### config.mk
export PLATFORM = sky130hd
export DESIGN_NAME = axi_wr_arbiter
export DESIGN_NICKNAME = d
export VERILOG_FILES = /design/src/rtl/axi_arb_pkg.sv /design/src/rtl/rr_arb2.sv /design/src/rtl/axi_wr_arbiter.sv
export SDC_FILE = /design/constraint.sdc
export NUM_CORES = 1
export LEC_CHECK = 0
export CAP_MARGIN = 20
export CORE_AREA = 2 2 150 152
export CTS_CLUSTER_DIAMETER = 30
export CTS_CLUSTER_SIZE = 40
export DETAILED_ROUTE_END_ITERATION = 16
export DIE_AREA = 0 0 152 154
export GPL_ROUTABILITY_DRIVEN = 0
export GPL_TIMING_DRIVEN = 0
export MAX_ROUTING_LAYER = met4
export SLEW_MARGIN = 20
export SYNTH_ARGS = -nofsm -noshare
export SYNTH_HDL_FRONTEND = slang
export SYNTH_SLANG_ARGS = --single-unit
### constraint.sdc
create_clock -name axi_aclk -period 3.26 [get_ports axi_aclk]
set_input_delay 0.326 -clock axi_aclk [delete_from_list [all_inputs] [get_ports axi_aclk]]
set_output_delay 0.326 -clock axi_aclk [all_outputs]
set_load 0.05 [all_outputs]
### src/rtl/axi_arb_pkg.sv
// Shared types and payload layout constants for the two-requester AXI write arbiter.
package axi_arb_pkg;

  typedef enum logic [1:0] {
    IDLE = 2'd0,
    ADDR = 2'd1,
    DATA = 2'd2,
    RESP = 2'd3
  } state_t;

  // AW payload is {addr, len[7:0], size[2:0], burst[1:0]}; everything below addr is the header
  localparam int unsigned AW_HDR_W   = 13;
  localparam int unsigned AW_LEN_LSB = 5;
  localparam int unsigned LEN_W      = 8;

  // W payload is {data, strb, last}
  localparam int unsigned W_LAST_BIT = 0;
  localparam int unsigned W_STRB_LSB = 1;

  localparam logic [1:0] OKAY = 2'b00;

endpackage

### src/rtl/rr_arb2.sv
// Two-way round-robin picker; ptr names the requester preferred on a tie.
module rr_arb2 (
  input  logic [1:0] req,
  input  logic       ptr,
  output logic [1:0] gnt
);

  // Single requester wins outright; a tie goes to the requester named by ptr
  always_comb begin
    gnt = req;
    if (&req) gnt = ptr ? 2'b10 : 2'b01;
  end

endmodule

### src/rtl/axi_wr_arbiter.sv
// Round-robin arbiter granting one requester a whole AXI write (AW, W burst, B) at a time.
module axi_wr_arbiter
  import axi_arb_pkg::*;
#(
  parameter int unsigned AW  = 32,
  parameter int unsigned DW  = 64,
  parameter int unsigned SW  = DW / 8,
  parameter int unsigned AWP = AW + AW_HDR_W,
  parameter int unsigned WP  = DW + SW + 1
) (
  input  logic             axi_aclk,
  input  logic             axi_aresetn,
  input  logic [2*AWP-1:0] m_aw,
  input  logic [1:0]       m_awvalid,
  output logic [1:0]       m_awready,
  input  logic [2*WP-1:0]  m_w,
  input  logic [1:0]       m_wvalid,
  output logic [1:0]       m_wready,
  output logic [3:0]       m_bresp,
  output logic [1:0]       m_bvalid,
  input  logic [1:0]       m_bready,
  output logic [AWP-1:0]   s_aw,
  output logic             s_awvalid,
  input  logic             s_awready,
  output logic [WP-1:0]    s_w,
  output logic             s_wvalid,
  input  logic             s_wready,
  input  logic [1:0]       s_bresp,
  input  logic             s_bvalid,
  output logic             s_bready,
  output logic [1:0]       grant,
  output logic             wlast_err
);

  state_t             state_q, state_d;
  logic               g_q, g_d;
  logic               ptr_q, ptr_d;
  logic [LEN_W-1:0]   cnt_q, cnt_d;
  logic [LEN_W-1:0]   len_q, len_d;

  logic [1:0]         pick;
  logic [AWP-1:0]     aw_sel;
  logic [WP-1:0]      w_sel;
  logic               last_regen;
  logic               aw_hs;
  logic               w_hs;
  logic               b_hs;

  rr_arb2 u_rr_arb2 (
    .req (m_awvalid),
    .ptr (ptr_q),
    .gnt (pick)
  );

  // Owner payload selection and handshake qualifiers
  always_comb begin
    aw_sel     = g_q ? m_aw[2*AWP-1:AWP] : m_aw[AWP-1:0];
    w_sel      = g_q ? m_w[2*WP-1:WP]    : m_w[WP-1:0];
    last_regen = (cnt_q == len_q);
    aw_hs      = (state_q == ADDR) && m_awvalid[g_q] && s_awready;
    w_hs       = (state_q == DATA) && m_wvalid[g_q] && s_wready;
    b_hs       = (state_q == RESP) && s_bvalid && m_bready[g_q];
  end

  // State, owner, pointer, beat counter and burst length registers
  always_ff @(posedge axi_aclk) begin
    if (!axi_aresetn) begin
      state_q <= IDLE;
      g_q     <= 1'b0;
      ptr_q   <= 1'b0;
      cnt_q   <= '0;
      len_q   <= '0;
    end else begin
      state_q <= state_d;
      g_q     <= g_d;
      ptr_q   <= ptr_d;
      cnt_q   <= cnt_d;
      len_q   <= len_d;
    end
  end

  // Next-state logic and zero-latency channel muxing towards the current owner
  always_comb begin
    state_d   = state_q;
    g_d       = g_q;
    ptr_d     = ptr_q;
    cnt_d     = cnt_q;
    len_d     = len_q;
    m_awready = 2'b00;
    m_wready  = 2'b00;
    m_bresp   = {OKAY, OKAY};
    m_bvalid  = 2'b00;
    s_aw      = '0;
    s_awvalid = 1'b0;
    s_w       = '0;
    s_wvalid  = 1'b0;
    s_bready  = 1'b0;
    wlast_err = 1'b0;

    case (state_q)
      IDLE: begin
        if (|m_awvalid) begin
          g_d     = pick[1];
          state_d = ADDR;
        end
      end

      ADDR: begin
        s_aw           = aw_sel;
        s_awvalid      = m_awvalid[g_q];
        m_awready[g_q] = s_awready;
        if (aw_hs) begin
          len_d   = aw_sel[AW_LEN_LSB +: LEN_W];
          cnt_d   = '0;
          state_d = DATA;
        end
      end

      DATA: begin
        // Downstream last comes from the beat counter, not from the requester
        s_w           = {w_sel[WP-1:W_STRB_LSB], last_regen};
        s_wvalid      = m_wvalid[g_q];
        m_wready[g_q] = s_wready;
        if (w_hs) begin
          cnt_d     = LEN_W'(cnt_q + LEN_W'(1));
          wlast_err = (w_sel[W_LAST_BIT] != last_regen);
          if (last_regen) state_d = RESP;
        end
      end

      RESP: begin
        m_bvalid[g_q] = s_bvalid;
        if (g_q) m_bresp[3:2] = s_bresp;
        else     m_bresp[1:0] = s_bresp;
        s_bready = m_bready[g_q];
        if (b_hs) begin
          ptr_d   = ~g_q;
          state_d = IDLE;
        end
      end

      default: state_d = IDLE;
    endcase
  end

  // One-hot owner indication while a transaction is in progress
  always_comb begin
    grant = 2'b00;
    if (state_q != IDLE) grant = g_q ? 2'b10 : 2'b01;
  end

endmodule

# ---- After elaboration in Yosys (flattened, before gate mapping)
# Cells that the tools add are included.
dict set report totals {
  reg_bits 20
  output_inout_bits 134
}
dict set report classes {
  add_sub_neg 1
  order_cmp 2
  n_eq_ne 10
  muxes 36
  bitwise 4
  reduce_logical 17
}
# op n
set op_table {}
lappend op_table {{$mux 73} 2}
lappend op_table {{$mux 45} 2}
lappend op_table {{$mux 2} 14}
lappend op_table {{$mux 8} 2}
lappend op_table {{$pmux 8 s2} 1}
lappend op_table {{$mux 1} 12}
lappend op_table {{$ne 2x2->1 const B} 5}
lappend op_table {{$add 8x1->8 const B} 1}
lappend op_table {{$eq 8x8->1} 1}
lappend op_table {{$pmux 2 s4} 1}
lappend op_table {{$reduce_and 2->1} 4}
lappend op_table {{$logic_and 1x1->1} 7}
lappend op_table {{$and 2x2->2} 3}
lappend op_table {{$reduce_and 5->1} 1}
lappend op_table {{$eq 2x2->1 const B} 2}
lappend op_table {{$mux 4} 1}
lappend op_table {{$reduce_bool 2->1} 2}
lappend op_table {{$reduce_and 3->1} 1}
lappend op_table {{$eq 2x1->1 const B} 1}
lappend op_table {{$logic_not 2->1} 1}
lappend op_table {{$lt 1x2->1 const B} 1}
lappend op_table {{$reduce_or 2->1} 1}
lappend op_table {{$demux 1 s1} 1}
lappend op_table {{$ge 1x1->1 const B} 1}
lappend op_table {{2 further kinds} 2}

# ---- Longest topological paths before layout
# Gate-level depths: netlist of run 1.
dict set report logic_depth {
  word_depth 6
  ltp_mapped 7
  depth_no_buf 7
}

# ---- Hierarchy
# From an unflattened synthesis of run 1, not the netlist that was laid out.
dict set report unflattened {
  cells_unflattened 413
  hier_area_um2 2986.6
}
# mod instances cells_each area_each_um2
set by_module_without_submodules {}
lappend by_module_without_submodules {axi_wr_arbiter 1 410 2967.8}
lappend by_module_without_submodules {rr_arb2 1 3 18.8}

# ---- Worst setup path after synthesis of run 1
# No wires, ideal clock.
dict set report synth_path {
  kind {reg2out}
  from {reg state_q[1]}
  to {out s_aw[18]}
  arrival_ns 1.805
  slack_ns 1.129
  path_stages_with_launch 6
  path_buffers 2
  cell_sequence {dfxtp_1 -> inv_1 -> ha_1 -> clkbuf_1 -> clkbuf_1 -> nor2b_1}
}
dict set report synth_via {
  elab_chain_cells 2
}
# element line
set synth_lines {}
lappend synth_lines {{start: declaration} axi_wr_arbiter.sv:35} ;# state_t state_q, state_d;
lappend synth_lines {{start signal: assignment} axi_wr_arbiter.sv:74} ;# state_q <= state_d;
lappend synth_lines {{$eq 2x1->1} axi_wr_arbiter.sv:100} ;# case (state_q)
lappend synth_lines {{$mux 45} axi_wr_arbiter.sv:100}
lappend synth_lines {{end: declaration} axi_wr_arbiter.sv:22} ;# output logic [AWP-1:0] s_aw,
# No other way between the ends.

# ---- Worst setup path after layout of run 1
dict set report layout_path {
  from {reg state_q[1]}
  to {out s_aw[24]}
}
# Same word-level chain as after synthesis.

==> summary.md, run 1 <==
| Metric | Value |
|---|---|
| Util after Layout | 0.338 |
| Nature of the critical path endpoint | output port |
| Worst slack at placement | -0.00334 ns |
| Leakage | 2.59 nW |
| Longest Clk Path Bufs | 2 |
| Detailed placement HPWL | 16.4 mm |
| Clock tree from TritonCTS | yes |
| Layout overhead on the synthesized area | 140% |
| Largest net degree at the start of global routing | 15 |
| Core Region | 21700 sq um |
| Residual antenna-violating net count after detailed routing | 0 |
| Fraction of layout instances using a drive strength above 1 | 0.0327 |
| Least-Margin Pin Slew | 0.684 ns |
| Max-cap violations | 0 |
| Top-level I/O count | 383 |
| Number of setup buffers added after CTS | 0 |
| Primary flip-flop cell chosen by synthesis mapping | sky130_fd_sc_hd__dfxtp_1 |
| Global-route wire length before repair | 26.9 mm |
| Layout Skew | 0.00222 ns |
| Overall power of the completed layout | 4.10 mW |
| Met3 track demand over resource in global routing | 0.0271 |
| Clock slew seen by the registers of the worst setup and hold paths | 0.06 ns |
| Antenna violations before repair | 0 |
| Global-route layer with the greatest usage | met2 |
| Port Buffers | 382 |
| Number of placement rows | 54 |
| Top achievable clock speed | 323 MHz |
| Die height | 154 microns |
| Mapped Avg Cell Area | 7.45 sq um |
| H-Tree Depth | 1 |
| Post-synthesis sequential area ratio | 0.131 |
| Share of async-settable or async-resettable flops after synthesis | 0 |
| Largest fanout of any net on the critical path | 10 |
| Met1 usage in global routing | 0.182 |
| Overall track demand over capacity in global routing | 0.151 |
| Wirelength per Cell | 17.2 microns |
| Wirelength, routed | 18.5 mm |
| Number of library cell types mapped by synthesis | 39 |
| Remaining design rule violation count | 0 |
| Type of element launching the critical path | register |
| Worst hold-check path type | reg2reg |
| Endpoints failing hold | 0 |
| Top area cells in the synthesized netlist | sky130_fd_sc_hd__mux2i_1 (40%), sky130_fd_sc_hd__dfxtp_1 (13%), sky130_fd_sc_hd__nor2_1 (11%) |
| Post-synthesis instance area | 3060 sq um |
| Clock Tree Root | sky130_fd_sc_hd__clkbuf_16 |
| Vias in the first global route | 4462 |
| Final instance count without filler cells | 1076 |
| Total iterations of the first detailed-routing run | 4 |
| Total via count after detailed routing | 4349 |
| Post-Syn Nets | 665 |
| Area enclosed by the die boundary | 23400 sq um |
| Initial Util | 0.141 |
| Number of enable-type register cells in the synthesized netlist | 0 |
| Detail-routed via count per cell | 4.04 |
| Arr. time, crit path | 2.77 ns |
| Total placed cells including tap cells | 1073 |
| Max-Slew Margin vs Limit | 0.543 |
| Total power density per cell area | 559 nW/um^2 |
| Synthesis-stage register bit count | 20 |
| Minimum clock period after layout | 3.10 ns |
| Diode insertion count for antenna repair | 0 |
| Area fraction of the dominant cell type after synthesis | 0.402 |
| Met2 usage | 0.272 |
| Commonest non-fill, non-tap cell in the layout | sky130_fd_sc_hd__clkdlybuf4s50_1 |
| Final period utilization | 0.950 |
| Slack of the worst reg-to-reg path | 1.29 ns |
| Commonest cells after routing, fill and taps aside | sky130_fd_sc_hd__clkdlybuf4s50_1 (381), sky130_fd_sc_hd__mux2i_1 (123), sky130_fd_sc_hd__nor2_1 (90), sky130_fd_sc_hd__nor2b_1 (50), sky130_fd_sc_hd__dfxtp_1 (20) |
| Number of clock sinks | 20 |
| Maximum vdd drop | 0.195 mV |
| Count of final max-slew check failures | 0 |
| Initial detailed-routing violation count | 171 |
| Synth Warn # | 0 |
| Final worst setup slack | 0.163 ns |
| Clock insertion delay at the later pin of the skew report | 0.26 ns |
| Post-synthesis instance total | 411 |
| Outcome | finished clean |
| Required time of the critical path | 2.93 ns |
| CTS buffer count | 3 |
| Nets@finish | 1051 |
| Die span in x | 152 microns |
| Crit path kind | reg2out |
| Dominant cell type by area after synthesis | sky130_fd_sc_hd__mux2i_1 |
| Setup repair after global routing missed its margin | no |
| Final setup violating endpoints | 0 |
| GRT overflow | 0 |
[synthesized netlist by cell type, drive strengths merged (3+ instances only)]
cell type	instances
nor2	91
xor2	8
nand2	14
nand3	5
dfxtp	20
a211oi	10
and2	3
and3	6
a21oi	9
clkbuf	17
ha	5
nor4	3
o21ai	3
buf	14
o21a	3
nor2b	50
inv	6
mux2i	123
[routing by layer]
| metal | vias to the layer above | share of wire |
|---|---|---|
| met5 | - | 0 |
| met4 | 0 | 0.011 |
| met3 | 13 | 0.057 |
| met2 | 208 | 0.51 |
| met1 | 1942 | 0.43 |
| li1 | 2186 | - |
[path summary, 6_finish.rpt]
| path | start | to | cells after the start |
|---|---|---|---|
| setup / recovery | state_q[1]$_SDFFE_PN0P_ | s_aw[24] | 6 |
| setup reg to reg | state_q[0]$_SDFFE_PN0P_ | cnt_q[3]$_SDFFE_PN0P_ | 7 |
| hold / removal | cnt_q[7]$_SDFFE_PN0P_ | cnt_q[7]$_SDFFE_PN0P_ | 1 |
| hold reg to reg | cnt_q[7]$_SDFFE_PN0P_ | cnt_q[7]$_SDFFE_PN0P_ | 1 |
[state kept, by name, indices dropped and copies added (netlist names)]
| register | flops |
|---|---|
| state_q | 2 |
| g_q | 1 |
| ptr_q | 1 |
| len_q | 8 |
| cnt_q | 8 |
[cell families after synthesis]
| logic type | Yosys count | synth area share |
|---|---|---|
| AO/OA/AOI/OAI | 37 | 0.0854 |
| XOR/XNOR | 9 | 0.0257 |
| adder cells (fa/ha/maj) | 5 | 0.0204 |
| buffers and inverters | 37 | 0.0519 |
| flip-flops | 20 | 0.131 |
| multiplexers | 123 | 0.402 |
| AND/OR/NAND/NOR | 180 | 0.284 |
[worst max-delay path, cell delays in order (launching register included)]
cell	delay, ns
sky130_fd_sc_hd__dfxtp_1	0.34
sky130_fd_sc_hd__inv_1	0.09
sky130_fd_sc_hd__ha_1	0.32
sky130_fd_sc_hd__clkbuf_2	0.30
sky130_fd_sc_hd__clkbuf_1	0.41
sky130_fd_sc_hd__nor2b_1	0.21
sky130_fd_sc_hd__clkdlybuf4s50_1	0.83
[report_power, final]
part           internal [mW]  leakage (nW)  total [mW]  switching [mW]
clock                  0.244        0.0511       0.343          0.0996
sequential             0.273         0.162       0.296          0.0229
combinational           1.27          2.38        3.46            2.19
total                   1.79          2.59        4.10            2.31
[area by class of cell]
class	count	area (sq um)
timing repair buffer	382	3820
fill	2320	14300
inverter	6	22.5
clock inverter	1	30.0
clock buffer	3	75.1
multi-input combinational	354	2500
tap	280	350
buffer	30	135
sequential	20	400
[through the flow]
| step | instance area, sq um | setup TNS [ns] | hold WS (ns) |
|---|---|---|---|
| 5_1_grt | 7340 | 0 | 0.524 |
| 6_report | 7340 | 0 | 0.500 |
| 3_5_place_dp | 7240 | -0.00334 | 0.492 |
| 2_1_floorplan | 3060 | 0 | 0.442 |
| 4_1_cts | 7340 | 0 | 0.500 |
| 3_3_place_gp | 7240 | 0 | 0.482 |
[repair_timing]
action | in CTS | in global routing
endpoints found under the setup margin | 70 | 0
hold buffers | 0 | 0
resized for setup | 3 | 0
(Power assumes the default switching activity.)
==> run 2, diff against run 1 <==
Settings changed: PLACE_DENSITY from default to 0.53.
==> run 2 against run 1 <==
Cell count about the same. Sequential power about the same. Hold slack better by 0.013 ns. Wire length up 2.0%. Core utilization up 0.075 points. Setup slack better by 0.026 ns. Final area up 0.22%. Global-route usage up 0.42 points. Critical path depth unchanged. Register-to-register slack better by 0.02 ns. Flip-flop and latch count unchanged. Fmax up 0.85%.
==> summary.md, run 2 (same netlist as run 1, synthesis figures left out) <==
| Metric | Value |
|---|---|
| Die span in x | 152 microns (unchanged) |
| Multi-input gate area in the final layout | 2500 sq um (unchanged) |
| Proportion of power drawn by flip-flops and latches | 0.073 (was 0.072) |
| Largest fanout of any net on the critical path | 16 (was 10) |
| Slack of the worst reg-to-reg path | 1.31 ns (was 1.29 ns) |
| Clock tree from TritonCTS | yes (unchanged) |
| Minimum clock period after layout | 3.07 ns (was 3.10 ns) |
| Total via count after detailed routing | 4266 (was 4349) |
| Least-Margin Pin Slew | 0.653 ns (was 0.684 ns) |
| Global-route wire length before repair | 27.1 mm (was 26.9 mm) |
| CTS resizes | 0 (was 3) |
| Portion of total power attributed to the clock network | 0.083 (was 0.084) |
| Worst hold-check path type | reg2reg (unchanged) |
| Final setup violating endpoints | 0 (unchanged) |
| Number of setup buffers added after CTS | 0 (unchanged) |
| Register cell area after layout | 400 sq um (unchanged) |
| Detailed placement HPWL | 16.9 mm (was 16.4 mm) |
| Maximum vdd drop | 0.217 mV (was 0.195 mV) |
| Met2 usage | 0.287 (was 0.272) |
| Post-route standard cell area excluding fillers | 7360 sq um (was 7340 sq um) |
| Required time of the critical path | 2.93 ns (about the same) |
| Initial detailed-routing violation count | 167 (was 171) |
| Core Region | 21700 sq um (unchanged) |
| Commonest cells after routing, fill and taps aside | sky130_fd_sc_hd__clkdlybuf4s50_1 (375), sky130_fd_sc_hd__mux2i_1 (123), sky130_fd_sc_hd__nor2_1 (90), sky130_fd_sc_hd__nor2b_1 (50), sky130_fd_sc_hd__dfxtp_1 (20) (was sky130_fd_sc_hd__clkdlybuf4s50_1 (381), sky130_fd_sc_hd__mux2i_1 (123), sky130_fd_sc_hd__nor2_1 (90), sky130_fd_sc_hd__nor2b_1 (50), sky130_fd_sc_hd__dfxtp_1 (20)) |
| Max-cap violations | 0 (unchanged) |
| Fillcell total | 2348 (was 2320) |
| Diode insertion count for antenna repair | 0 (unchanged) |
| Overall power of the completed layout | 4.08 mW (was 4.10 mW) |
| Longest Clk Path Bufs | 2 (unchanged) |
| Vias in the first global route | 4418 (was 4462) |
| Switching Fraction | 0.562 (was 0.564) |
| Global-route layer with the greatest usage | met2 (unchanged) |
| Top-level I/O count | 383 (unchanged) |
| Switching power summed over all nets | 2.29 mW (was 2.31 mW) |
| CTS buffer count | 3 (unchanged) |
| Arr. time, crit path | 2.74 ns (was 2.77 ns) |
| Count of final max-slew check failures | 0 (unchanged) |
| Endpoints failing hold | 0 (unchanged) |
| Fraction of layout instances using a drive strength above 1 | 0.0340 (was 0.0327) |
| Remaining design rule violation count | 0 (unchanged) |
| Layout Skew | 0.00403 ns (was 0.00222 ns) |
| Internal | 1.79 mW (about the same) |
| Clock insertion delay at the later pin of the skew report | 0.25 ns (was 0.26 ns) |
| Layout overhead on the synthesized area | 140% (about the same) |
| Wirelength, routed | 18.8 mm (was 18.5 mm) |
| Placed standard-cell area | 7240 sq um (unchanged) |
| Leakage | 2.71 nW (was 2.59 nW) |
| Number of hold buffers added after CTS | 0 (unchanged) |
| Detail-routed via count per cell | 3.97 (was 4.04) |
| Crit path kind | reg2out (unchanged) |
| Clock Tree Root | sky130_fd_sc_hd__clkbuf_16 (unchanged) |
| Nets@finish | 1050 (was 1051) |
| Met3 track demand over resource in global routing | 0.0307 (was 0.0271) |
| Initial Util | 0.141 (unchanged) |
| Aggregate negative setup slack | 0 ns (unchanged) |
| Overall track demand over capacity in global routing | 0.155 (was 0.151) |
| Final period utilization | 0.942 (was 0.950) |
| GRT overflow | 0 (unchanged) |
| Nature of the critical path endpoint | output port (unchanged) |
| Met1 usage in global routing | 0.180 (was 0.182) |
| Area enclosed by the die boundary | 23400 sq um (unchanged) |
| Largest regs | cnt_q: 8 flops, len_q: 8 flops, state_q: 2 flops (unchanged) |
| Setup repair after global routing missed its margin | no (unchanged) |
| Total iterations of the first detailed-routing run | 4 (unchanged) |
| Number of clock sinks | 20 (unchanged) |
| Antenna violations before repair | 0 (unchanged) |
| Relative contribution of combinational cells to total power | 0.845 (was 0.844) |
| Commonest non-fill, non-tap cell in the layout | sky130_fd_sc_hd__clkdlybuf4s50_1 (unchanged) |
| H-Tree Depth | 1 (unchanged) |
| Clock slew seen by the registers of the worst setup and hold paths | 0.06 ns (about the same) |
| Total power density per cell area | 555 nW/um^2 (was 559 nW/um^2) |
| Type of element launching the critical path | register (unchanged) |
| Largest net degree at the start of global routing | 17 (was 15) |
| Util after Layout | 0.339 (was 0.338) |
| Max-Slew Margin vs Limit | 0.564 (was 0.543) |
| Outcome | finished clean (unchanged) |
| Wirelength per Cell | 17.5 microns (was 17.2 microns) |
| Die height | 154 microns (unchanged) |
| Port Buffers | 382 (unchanged) |
| Residual antenna-violating net count after detailed routing | 0 (unchanged) |
| Top achievable clock speed | 326 MHz (was 323 MHz) |
| Number of placement rows | 54 (unchanged) |
[run 2: layer usage]
metal | vias to the layer above | share of wire
met3 | 10 | 0.059
met2 | 184 | 0.52
met4 | 0 | 0.0087
met5 | - | 0
li1 | 2182 | -
met1 | 1890 | 0.41
[run 2: final timing paths]
path                                start               endpoint  cells past startpoint
setup / recovery         g_q$_SDFFE_PN0P_               s_aw[36]                      6
hold / removal      cnt_q[7]$_SDFFE_PN0P_  cnt_q[7]$_SDFFE_PN0P_                      1
hold reg to reg     cnt_q[7]$_SDFFE_PN0P_  cnt_q[7]$_SDFFE_PN0P_                      1
setup reg to reg  state_q[0]$_SDFFE_PN0P_  cnt_q[3]$_SDFFE_PN0P_                      7
[run 2: layout make-up]
| type | instances | area share |
|---|---|---|
| multi-input cells | 354 | 0.340 |
| inverters | 6 | 0.00306 |
| clock buffers | 3 | 0.0102 |
| repair buffers | 382 | 0.522 |
| plain buffers | 29 | 0.0180 |
| well taps | 280 | 0.0476 |
| flip-flops and latches | 20 | 0.0544 |
| clock inverters | 1 | 0.00408 |
[run 2: power groups by stage]
stage | clock, mW | sequential, mW | combinational (mW)
global route | 0.361 | 0.300 | 3.64
detailed placement | 0 | 0.302 | 3.50
floorplan | 0 | 0.295 | 2.17
finish | 0.338 | 0.296 | 3.45
global placement | 0 | 0.301 | 3.50
CTS | 0.347 | 0.297 | 3.50
[run 2: worst max-delay path, cell delays in order, from the launching register on]
cell                              delay [ns]
sky130_fd_sc_hd__dfxtp_1                0.30
sky130_fd_sc_hd__buf_4                  0.28
sky130_fd_sc_hd__buf_2                  0.34
sky130_fd_sc_hd__buf_2                  0.38
sky130_fd_sc_hd__mux2i_1                0.37
sky130_fd_sc_hd__nor2b_1                0.08
sky130_fd_sc_hd__clkdlybuf4s50_1        0.72
[run 2: stage by stage]
stage	setup WS [ns]	cells	hold WS (ns)
2_1_floorplan	1.13	411	0.442
3_3_place_gp	-0.0589	1073	0.485
3_5_place_dp	-0.00824	1073	0.494
4_1_cts	0.0628	1075	0.502
5_1_grt	0.0215	1075	0.549
6_report	0.189	1075	0.513
==> run 3, diff against run 2 <==
Settings changed: CORE_AREA 2 2 150 152 to 2 2 151 153, DIE_AREA 0 0 152 154 to 0 0 153 155, PLACE_DENSITY 0.53 to 0.52, SYNTH_HIERARCHICAL from default to 1.
==> run 3 against run 2 <==
Critical path depth stayed put. Synthesized cell count is 0.24% higher. Via count is 0.66% higher. Wire length is 2.9% higher. Non-clock buffer count stayed put. Combinational power is 3% lower. Die area is 1.3% higher.
==> summary.md, run 3 <==
| Metric | Value |
|---|---|
| Count of final max-slew check failures | 0 (unchanged) |
| Clock slew seen by the registers of the worst setup and hold paths | 0.05 ns (was 0.06 ns) |
| Outcome | finished clean (unchanged) |
| Total placed cells including tap cells | 1079 (was 1073) |
| Diode insertion count for antenna repair | 0 (unchanged) |
| Clock tree from TritonCTS | yes (unchanged) |
| Slowest cell on crit path | sky130_fd_sc_hd__clkdlybuf4s50_1 (unchanged) |
| Longest Clk Path Bufs | 2 (unchanged) |
| Buffering stage count on the worst path with inverters included | 4 (unchanged) |
| GRT overflow | 0 (unchanged) |
| Top achievable clock speed | 327 MHz (was 326 MHz) |
| Initial detailed-routing violation count | 145 (was 167) |
| Die span in x | 153 microns (was 152 microns) |
| Crit-path leading delay family | buffers and inverters (unchanged) |
| Max-Slew Margin vs Limit | 0.504 (was 0.564) |
| Overall track demand over capacity in global routing | 0.157 (was 0.155) |
| Arr. time, crit path | 2.73 ns (was 2.74 ns) |
| Detail-routed via count per cell | 3.97 (about the same) |
| Placed standard-cell area | 7160 sq um (was 7240 sq um) |
| Largest regs | cnt_q: 8 flops, len_q: 8 flops, state_q: 2 flops (unchanged) |
| Detailed placement HPWL | 16.7 mm (was 16.9 mm) |
| Final period utilization | 0.938 (was 0.942) |
| Top-level I/O count | 383 (unchanged) |
| Post-Syn Nets | 666 (was 665) |
| Initial Util | 0.134 (was 0.141) |
| Layout Skew | 0.00186 ns (was 0.00403 ns) |
| Port Buffers | 382 (unchanged) |
| Die height | 155 microns (was 154 microns) |
| Largest stage delay on the critical path | 0.85 ns (was 0.72 ns) |
| Area enclosed by the die boundary | 23700 sq um (was 23400 sq um) |
| Fraction of layout instances using a drive strength above 1 | 0.0402 (was 0.0340) |
| Core Region | 22200 sq um (was 21700 sq um) |
| Wirelength per Cell | 17.9 microns (was 17.5 microns) |
| Post-synthesis instance area | 2980 sq um (was 3060 sq um) |
| Post-route standard cell area excluding fillers | 7280 sq um (was 7360 sq um) |
| Commonest non-fill, non-tap cell in the layout | sky130_fd_sc_hd__clkdlybuf4s50_1 (unchanged) |
| Synth Warn # | 6 (was 0) |
| CP cell instances | inv_1 -> ha_1 -> clkinvlp_4 -> clkbuf_1 -> nor2_1 -> clkdlybuf4s50_1 (was buf_4 -> buf_2 -> buf_2 -> mux2i_1 -> nor2b_1 -> clkdlybuf4s50_1) |
| Mapped Avg Cell Area | 7.23 sq um (was 7.45 sq um) |
| Clock insertion delay at the later pin of the skew report | 0.25 ns (about the same) |
| Required time of the critical path | 2.93 ns (about the same) |
| Clock Tree Root | sky130_fd_sc_hd__clkbuf_16 (unchanged) |
| Commonest cells after routing, fill and taps aside | sky130_fd_sc_hd__clkdlybuf4s50_1 (363), sky130_fd_sc_hd__nor2_1 (136), sky130_fd_sc_hd__mux2i_1 (122), sky130_fd_sc_hd__nand2_1 (22), sky130_fd_sc_hd__dfxtp_1 (20) (was sky130_fd_sc_hd__clkdlybuf4s50_1 (375), sky130_fd_sc_hd__mux2i_1 (123), sky130_fd_sc_hd__nor2_1 (90), sky130_fd_sc_hd__nor2b_1 (50), sky130_fd_sc_hd__dfxtp_1 (20)) |
| Largest fanout of any net on the critical path | 14 (was 16) |
| H-Tree Depth | 1 (unchanged) |
| Worst hold-check path type | reg2reg (unchanged) |
| Remaining design rule violation count | 0 (unchanged) |
| Endpoints failing hold | 0 (unchanged) |
| Layout overhead on the synthesized area | 144% (was 140%) |
| Total via count after detailed routing | 4294 (was 4266) |
| Final setup violating endpoints | 0 (unchanged) |
| Minimum clock period after layout | 3.06 ns (was 3.07 ns) |
| Least-Margin Pin Slew | 0.743 ns (was 0.653 ns) |
| Residual antenna-violating net count after detailed routing | 0 (unchanged) |
| Nature of the critical path endpoint | output port (unchanged) |
| Total power density per cell area | 536 nW/um^2 (was 555 nW/um^2) |
| Global-route wire length before repair | 27.7 mm (was 27.1 mm) |
| Max-cap violations | 0 (unchanged) |
| Maximum vdd drop | 0.344 mV (was 0.217 mV) |
| Wirelength, routed | 19.4 mm (was 18.8 mm) |
| Crit path kind | reg2out (unchanged) |
| Final instance count without filler cells | 1081 (was 1075) |
| Type of element launching the critical path | register (unchanged) |
| Leakage | 2.89 nW (was 2.71 nW) |
| CTS buffer count | 3 (unchanged) |
| Total iterations of the first detailed-routing run | 4 (unchanged) |
| Post-synthesis instance total | 412 (was 411) |
| Largest net degree at the start of global routing | 15 (was 17) |
| Number of placement rows | 55 (was 54) |
| Antenna violations before repair | 0 (unchanged) |
| Vias in the first global route | 4309 (was 4418) |
| Number of clock sinks | 20 (unchanged) |
| Nets@finish | 1052 (was 1050) |
## run 3: cell count changes in the layout (fill, tap and decap cells not counted), moves of 4 or more
| cell | delta |
|---|---|
| sky130_fd_sc_hd__clkdlybuf4s50_1 | -12 |
| sky130_fd_sc_hd__a211oi_1 | -4 |
| sky130_fd_sc_hd__o221a_1 | +6 |
| sky130_fd_sc_hd__nand2_1 | +8 |
| sky130_fd_sc_hd__nor2_1 | +46 |
| sky130_fd_sc_hd__dlymetal6s2s_1 | +12 |
| sky130_fd_sc_hd__a21oi_1 | -8 |
| sky130_fd_sc_hd__nor2b_1 | -47 |
## run 3: layout make-up
cell class	count	area [sq um]
sequential	20	400
tap	285	357
buffer	29	131
timing repair buffer	382	3870
clock buffer	3	75.1
fill	2370	14900
inverter	7	30.0
multi-input combinational	355	2420
## run 3: worst paths after layout
path / to / slack [ns] / depth (start not counted) / start
hold reg to reg: state_q[1]$_SDFFE_PN0P_ / 0.50 / 2 / state_q[1]$_SDFFE_PN0P_
setup reg to reg: cnt_q[5]$_SDFFE_PN0P_ / 1.32 / 7 / state_q[1]$_SDFFE_PN0P_
setup / recovery: s_w[57] / 0.20 / 6 / state_q[0]$_SDFFE_PN0P_
hold / removal: state_q[1]$_SDFFE_PN0P_ / 0.50 / 2 / state_q[1]$_SDFFE_PN0P_
## run 3: worst reg2reg max path, cell delays in order, from the launching register on
cell	delay, ns
sky130_fd_sc_hd__dfxtp_1	0.33
sky130_fd_sc_hd__inv_1	0.09
sky130_fd_sc_hd__ha_1	0.40
sky130_fd_sc_hd__nand2_2	0.17
sky130_fd_sc_hd__o21ai_4	0.22
sky130_fd_sc_hd__a21boi_2	0.23
sky130_fd_sc_hd__o21ai_2	0.14
sky130_fd_sc_hd__o221a_1	0.24
## run 3: what timing repair did
item	in CTS	in global routing
setup buffers	0	0
gates cloned	0	0
endpoints found under the setup margin	60	40
hold buffers	0	0
pin swaps	0	0
gates resized for setup	0	21
## run 3: through the flow
step	hold slack [ns]	setup WS, ns	TNS (ns)	power [mW]	util
floorplan	0.442	1.13	0	2.37	-
global placement	0.491	0.167	0	3.69	0.322
detailed placement	0.496	0.167	0	3.69	0.322
CTS	0.503	0.0549	0	3.96	0.325
global route	0.540	-0.00317	-0.00317	4.11	0.328
finish	0.497	0.203	0	3.91	0.328
## run 3: report_power, final
group | total [mW] | internal (mW) | switching, mW
registers | 0.294 | 0.272 | 0.0219
logic | 3.36 | 1.18 | 2.18
clock network | 0.254 | 0.162 | 0.0918
total | 3.91 | 1.61 | 2.29
## run 3: layer usage
metal,part of all wire,vias to the layer above,track usage
met5,0,-,-
met4,0.0034,0,0.0194
met3,0.072,5,0.0379
met2,0.51,185,0.278
met1,0.42,1924,0.186
li1,-,2180,-
